[config.mk]
export PLATFORM = sky130hd
export DESIGN_NAME = apb_cmd_master
export DESIGN_NICKNAME = d
export VERILOG_FILES = /design/src/rtl/apb_cmd_master_pkg.sv /design/src/rtl/apb_cmd_master.sv
export SDC_FILE = /design/constraint.sdc
export NUM_CORES = 1
export LEC_CHECK = 0
export CAP_MARGIN = 20
export CORE_MARGIN = 1
export CORE_UTILIZATION = 43
export CTS_CLUSTER_SIZE = 20
export DETAILED_ROUTE_END_ITERATION = 8
export PLACE_DENSITY_LB_ADDON = 0.25
export SLEW_MARGIN = 25
export SYNTH_ARGS = -nofsm -noshare
export SYNTH_HDL_FRONTEND = slang
export SYNTH_SLANG_ARGS = --single-unit
[constraint.sdc]
create_clock -name pclk -period 4.55 [get_ports pclk]
set_input_delay 1.1375 -clock pclk [delete_from_list [all_inputs] [get_ports pclk]]
set_output_delay 1.1375 -clock pclk [all_outputs]
set_load 0.05 [all_outputs]
[src/rtl/apb_cmd_master_pkg.sv]
// rtl/apb_cmd_master_pkg.sv - shared APB width macros, timeout default and FSM encoding
// Other files of the APB UART slice pick up widths and state encoding from here.
`ifndef APB_UART_DEFS
`define APB_UART_DEFS
`define APB_ADDR_WIDTH 32
`define APB_DATA_WIDTH 32
`define APB_TIMEOUT 16
`endif

package apb_cmd_master_pkg;

  typedef enum logic [1:0] {
    ST_IDLE   = 2'd0,
    ST_SETUP  = 2'd1,
    ST_ACCESS = 2'd2
  } apb_state_e;

  localparam int unsigned APB_TIMEOUT_DEFAULT = `APB_TIMEOUT;

  // Wait counter must hold the value TIMEOUT itself; never narrower than one bit.
  function automatic int unsigned cnt_width(input int unsigned timeout);
    return (timeout == 0) ? 1 : $clog2(timeout + 1);
  endfunction

endpackage

[src/rtl/apb_cmd_master.sv]
// rtl/apb_cmd_master.sv - single-outstanding command-to-APB master with access timeout
// Commands are taken only in IDLE; each runs SETUP then ACCESS until pready or timeout.
`ifndef APB_UART_DEFS
`define APB_UART_DEFS
`define APB_ADDR_WIDTH 32
`define APB_DATA_WIDTH 32
`define APB_TIMEOUT 16
`endif

module apb_cmd_master
  import apb_cmd_master_pkg::*;
#(
  parameter int unsigned APB_ADDR_WIDTH = `APB_ADDR_WIDTH,
  parameter int unsigned APB_DATA_WIDTH = `APB_DATA_WIDTH,
  parameter int unsigned TIMEOUT        = APB_TIMEOUT_DEFAULT
) (
  input  logic                      pclk,
  input  logic                      presetn,
  input  logic                      cmd_valid,
  output logic                      cmd_ready,
  input  logic                      cmd_write,
  input  logic [APB_ADDR_WIDTH-1:0] cmd_addr,
  input  logic [APB_DATA_WIDTH-1:0] cmd_wdata,
  output logic                      rsp_valid,
  output logic [APB_DATA_WIDTH-1:0] rsp_rdata,
  output logic                      rsp_err,
  output logic                      psel,
  output logic                      penable,
  output logic                      pwrite,
  output logic [APB_ADDR_WIDTH-1:0] paddr,
  output logic [APB_DATA_WIDTH-1:0] pwdata,
  input  logic [APB_DATA_WIDTH-1:0] prdata,
  input  logic                      pready,
  input  logic                      pslverr
);

  localparam int unsigned      CNT_W    = cnt_width(TIMEOUT);
  localparam bit               TO_EN    = (TIMEOUT != 0);
  localparam logic [CNT_W-1:0] CNT_MAX  = '1;
  localparam logic [CNT_W-1:0] CNT_LAST = CNT_W'((TIMEOUT == 0) ? 0 : TIMEOUT - 1);

  apb_state_e                state_q, state_d;
  logic [CNT_W-1:0]          cnt_q, cnt_d;
  logic                      pwrite_q, pwrite_d;
  logic [APB_ADDR_WIDTH-1:0] paddr_q, paddr_d;
  logic [APB_DATA_WIDTH-1:0] pwdata_q, pwdata_d;
  logic                      rsp_valid_q, rsp_valid_d;
  logic [APB_DATA_WIDTH-1:0] rsp_rdata_q, rsp_rdata_d;
  logic                      rsp_err_q, rsp_err_d;

  always_ff @(posedge pclk or negedge presetn) begin
    if (!presetn) begin
      state_q     <= ST_IDLE;
      cnt_q       <= '0;
      pwrite_q    <= 1'b0;
      paddr_q     <= '0;
      pwdata_q    <= '0;
      rsp_valid_q <= 1'b0;
      rsp_rdata_q <= '0;
      rsp_err_q   <= 1'b0;
    end else begin
      state_q     <= state_d;
      cnt_q       <= cnt_d;
      pwrite_q    <= pwrite_d;
      paddr_q     <= paddr_d;
      pwdata_q    <= pwdata_d;
      rsp_valid_q <= rsp_valid_d;
      rsp_rdata_q <= rsp_rdata_d;
      rsp_err_q   <= rsp_err_d;
    end
  end

  always_comb begin
    state_d     = state_q;
    cnt_d       = cnt_q;
    pwrite_d    = pwrite_q;
    paddr_d     = paddr_q;
    pwdata_d    = pwdata_q;
    rsp_valid_d = 1'b0;
    rsp_rdata_d = rsp_rdata_q;
    rsp_err_d   = rsp_err_q;
    case (state_q)
      ST_IDLE: begin
        if (cmd_valid) begin
          state_d  = ST_SETUP;
          cnt_d    = '0;
          pwrite_d = cmd_write;
          paddr_d  = cmd_addr;
          pwdata_d = cmd_wdata;
        end
      end
      ST_SETUP: begin
        state_d = ST_ACCESS;
      end
      ST_ACCESS: begin
        if (pready) begin
          state_d     = ST_IDLE;
          rsp_valid_d = 1'b1;
          rsp_rdata_d = pwrite_q ? '0 : prdata;
          rsp_err_d   = pslverr;
        end else begin
          if (cnt_q != CNT_MAX) cnt_d = cnt_q + 1'b1;
          // This wait cycle brings the count to TIMEOUT: give up with an error.
          if (TO_EN && (cnt_q == CNT_LAST)) begin
            state_d     = ST_IDLE;
            rsp_valid_d = 1'b1;
            rsp_rdata_d = '0;
            rsp_err_d   = 1'b1;
          end
        end
      end
      default: begin
        state_d = ST_IDLE;
      end
    endcase
  end

  assign cmd_ready = presetn && (state_q == ST_IDLE);
  assign psel      = (state_q != ST_IDLE);
  assign penable   = (state_q == ST_ACCESS);
  assign pwrite    = pwrite_q;
  assign paddr     = paddr_q;
  assign pwdata    = pwdata_q;
  assign rsp_valid = rsp_valid_q;
  assign rsp_rdata = rsp_rdata_q;
  assign rsp_err   = rsp_err_q;

endmodule

==> Word-level counts from Yosys, hierarchy flattened <==
Cells that the tools add are included.
{ "word_totals": {"reg_bits": 106, "inputBits": 102, "out_inout_bits": 102, "elab_cells": 42} }
{ "op_classes": {"n_reduce_logical": 9, "eq_ne": 8, "n_mux": 16, "addsub": 1} }
{ "ops": {"columns": ["cell", "n"], "rows": [
  ["$mux 32", 3],
  ["$mux 5", 3],
  ["$pmux 5 s2", 1],
  ["$mux 2", 3],
  ["$pmux 2 s3", 1],
  ["$reduce_and 2->1", 3],
  ["$reduce_bool 2->1", 3],
  ["$add 5x1->5 const B", 1],
  ["$eq 5x4->1 const B", 1],
  ["$mux 1", 5],
  ["$ne 5x5->1 const B", 1],
  ["$ne 2x2->1 const B", 2],
  ["$reduce_and 4->1", 1],
  ["$ne 3x1->1 const B", 1],
  ["$eq 2x1->1 const B", 1],
  ["$eq 2x2->1 const B", 1],
  ["$logic_not 2->1", 1],
  ["$ne 2x1->1 const B", 1],
  ["$logic_and 1x1->1", 1]
]} }

==> Depth between registers and ports, before layout <==
{ "logic_depth": {"word_depth": 4, "depth_mapped": 6, "mapped_depth_nobuf": 6} }

==> Worst setup path after synthesis <==
No wires, ideal clock.
{ "synth_path": {"path_type": "input -> output", "from": "in presetn", "to": "out cmd_ready", "t_required_ps": 3413, "path_slack_ps": 1597, "cell_stages": 2, "path_buffers": 0, "arrival_ps": 1816, "cell_sequence": "inv_1 nor2_1"} }
{ "synth_between": {"elab_chain_cells": 1} }
{ "synth_lines": {"columns": ["element", "line", "rtl"], "rows": [
  ["start: declaration", "apb_cmd_master.sv:18", "input logic presetn,"],
  ["$logic_and 1x1->1", "apb_cmd_master.sv:118", "assign cmd_ready = presetn && (state_q == ST_IDLE);"],
  ["end: declaration", "apb_cmd_master.sv:20", "output logic cmd_ready,"]
]} }
Every way passes these cells.

==> Worst setup path in the final report <==
Same ends and word-level chain as after synthesis.

==> metrics list <==
- First-iteration detailed-routing DRC count: 82
* Layout cells sized above 1: 18.82%
* Area of the mapped netlist: 3976 sq um
- Setup repair after global routing left no endpoint under its margin.
- Buffers inserted by post-CTS timing repair: 0
- Setup violations remaining at the end of the flow were counted as 0.
- Across every metal layer, demand over resource in global routing totals 20.44%.
- Congestion Overflow GR: 0
- Clock-pin slew of the registers on the worst-case setup and hold paths: 90 ps
* Number of antenna violations at the first check in global routing: 0
- The worst setup path is launched from a primary input.
* Crit-path max FO: 2
- Counting buffers and inverters, the worst setup path is 4 cells deep.
- Count of boundary I/O pins: 204
- Worst hold path cell count: 1
- Leakage component of the power: 2.674 nW
- Total routed wirelength: 9705 um
* Combined buffer and inverter count along the critical path: 3
- Period Utilization, post-route: 72.50%
- The synthesized design contains 106 register bits.
- Clock buffer depth: 2
- Number of fill cells: 618
- Layout Nets: 558
* Sum Neg Setup Slack: 0 ps
* Critical path start-end classification: primary input to primary output
* Iteration count of the initial detailed-routing pass: 6
* CTS HTree Levels: 3
- Net count after synthesis: 352
- Required time worst endpoint: 3410 ps
- WL per Instance: 17.18 um
* Worst slew margin relative to its limit: 53.96%
* Synthesized area per cell: 16.10 sq um
- At the worst endpoint, the arrival time is 2160 ps.
* TritonCTS Sinks: 106
- Number of distinct library cells after synthesis: 24
* Port-buffer cells: 203
- Largest net degree at the start of global routing: 61
- Clock Skew: 8.069 ps
- Number of instances resized during post-cts repair: 0
- Element type at the critical path end: primary output
- Across all setup checks in the final design, the least slack found is 1251 ps.
- Root cell of the clock tree: clkbuf_8
* Reg2Reg Setup Slack: 2430 ps
- Of the synthesized area, sequential elements account for 66.71%.
- Hold repair after CTS inserted 0 buffers.
- Starting density of the core: 44.94%
* Core Region: 8848 sq um
- From synthesis to final layout, the design area changed by 59.19%.
* Cell family with the largest share of critical-path delay: buffers and inverters
* Source-to-sink clock delay at the later pin of the worst-skew pair: 350 ps
- In this run the worst hold path is classified as register to register.
* Number of antenna-violating nets in the routed design: 0
- Wire length of the first global-routing pass: 15410 um
* Full die area: 9635 sq um
- Via density per instance: 5.037
* Cts bufs inserted: 9
* Clock tree from TritonCTS: built
* Largest vdd supply drop: 0.0004154 V
- For this run, design rule violations remaining after detail routing come to 18.
* Placement Setup Slack: 1253 ps
* Core Rows: 34
* Failing checks: design-rule violations
- FMAX: 303.1 MHz
- Actual slew at the worst max-slew pin: 688.0 ps
- Placer Congestion: 0.7166
- Number of diodes: 0
- Among all stages on the critical path, the largest delay is contributed by clkdlybuf4s50_1.
* Maximum capacitance violations: 0
- Status: finished, violations left
- The worst register-to-register path has a depth of 6.
- During synthesis, Yosys emitted a total of 0 warnings.
- In this design, the stage delay of the slowest critical-path cell is 800 ps.
* Max-slew violations: 0
- For this design the ratio of total power to cell area is 884.0 nW/um^2.
- The final-report hold violation count came to 0.
- Vias in the first global route: 3069
- Vias: 2846
- Synthesis handed over a netlist of 247 instances.
- The signal on the critical path passes through buf_4 -> inv_1 -> nor2_1 -> clkdlybuf4s50_1.
- Measured along the y axis, the die boundary spans 98.16 um.
* DP Wirelength: 7257 um
- Measured along the x axis, the die boundary spans 98.16 um.
* Minimum clock period after layout: 3299 ps
[flip-flops by register name, indices dropped and copies added, names as in the netlist]
name	flops
paddr	32
rsp_valid	1
rsp_rdata	32
pwdata	32
state_q	2
pwrite	1
cnt_q	5
rsp_err	1
[layer usage]
layer / GRT usage [%] / wire length (um) / vias to the layer above
met5: 0 / 0 / -
met4: 7.348 / 191 / 0
met3: 5.011 / 864 / 18
met2: 35.32 / 4786 / 129
met1: 24.98 / 3862 / 1397
li1: - / - / 1302
[kinds of logic (layout without fill, tap and decap cells)]
| group | count (synthesis) | after routing | share of synthesized area (%) |
|---|---|---|---|
| xor+xnor | 1 | 1 | 0.2203 |
| fa+ha+maj | 3 | 3 | 0.9441 |
| simple gates | 14 | 14 | 2.643 |
| mux | 66 | 66 | 18.69 |
| buf+inv | 18 | 228 | 2.360 |
| compound gates | 39 | 39 | 8.433 |
| flops | 106 | 106 | 66.71 |
[synthesized netlist by cell type]
library cell  instances  share of area, %
buf_2                 9               1.1
nor2b_2               1              0.22
nor4b_4               1              0.60
mux2_2               60                17
and4b_1               1              0.25
nand3_1               1              0.13
mux2_1                6               1.7
a221o_1               1              0.25
nor3b_2               1              0.31
nor2_1                4              0.38
and3_1                1              0.16
xnor2_1               1              0.22
o21ai_1               1              0.13
nand3b_1              1              0.19
buf_4                 4              0.76
nor2b_1               1              0.16
nand2_1               1             0.094
o22a_1                1              0.22
or2_2                 1              0.16
o21ai_0               1              0.13
a22o_1               35               7.7
ha_1                  3              0.94
dfrtp_1             106                67
inv_1                 5              0.47
[where the power goes]
group,internal (mW),switching (mW)
sequential,1.40,0.253
combinational,1.25,2.13
clock,0.267,0.300
[path summary, 6_finish.rpt]
kind | to | startpoint
worst max-delay path | cmd_ready | presetn
worst min-delay path | pwdata[16]$_DFFE_PN0P_ | pwdata[16]$_DFFE_PN0P_
worst max register to register | rsp_rdata[6]$_DFFE_PN0P_ | cnt_q[0]$_DFFE_PN0P_
worst min register to register | pwdata[16]$_DFFE_PN0P_ | pwdata[16]$_DFFE_PN0P_
max in group asynchronous | paddr[12]$_DFFE_PN0P_ | presetn
min in group asynchronous | paddr[7]$_DFFE_PN0P_ | presetn
[cell usage in the layout, fill, tap and decap left out, drive strengths merged]
| cell | n |
|---|---|
| clkdlybuf4s50 | 202 |
| dfrtp | 106 |
| mux2 | 66 |
| a22o | 35 |
| clkbuf | 11 |
| buf | 6 |
| inv | 5 |
| nor2 | 4 |
| ha | 3 |
| clkinvlp | 3 |
| nor2b | 2 |
| o21ai | 2 |
| or2 | 1 |
| and3 | 1 |
| nor3b | 1 |
| nand3b | 1 |
| nor4b | 1 |
| nand3 | 1 |
| xnor2 | 1 |
| and4b | 1 |
| a221o | 1 |
| o22a | 1 |
| nand2 | 1 |
| bufinv | 1 |
[stage by stage]
stage	hold WS [ps]	utilization, %	power, mW	cells	area (sq um)
floorplan	491.4	-	3.862	247	3976
global placement	467.3	69.26	4.996	550	6128
CTS	504.1	71.45	5.646	565	6322
finish	498.1	71.54	5.596	565	6330
global route	519.7	71.54	5.840	565	6330
detailed placement	482.9	69.26	5.071	550	6128
[layout make-up]
cell class,instances,area (sq um),area share (%)
flip-flops and latches,106,2653,41.91
inverters,5,18.77,0.2965
multi-input cells,123,1250,19.75
clock inverters,4,52.55,0.8302
well taps,108,135.1,2.135
clock buffers,11,141.4,2.234
repair buffers,208,2079,32.85
(Power assumes the default switching activity.)
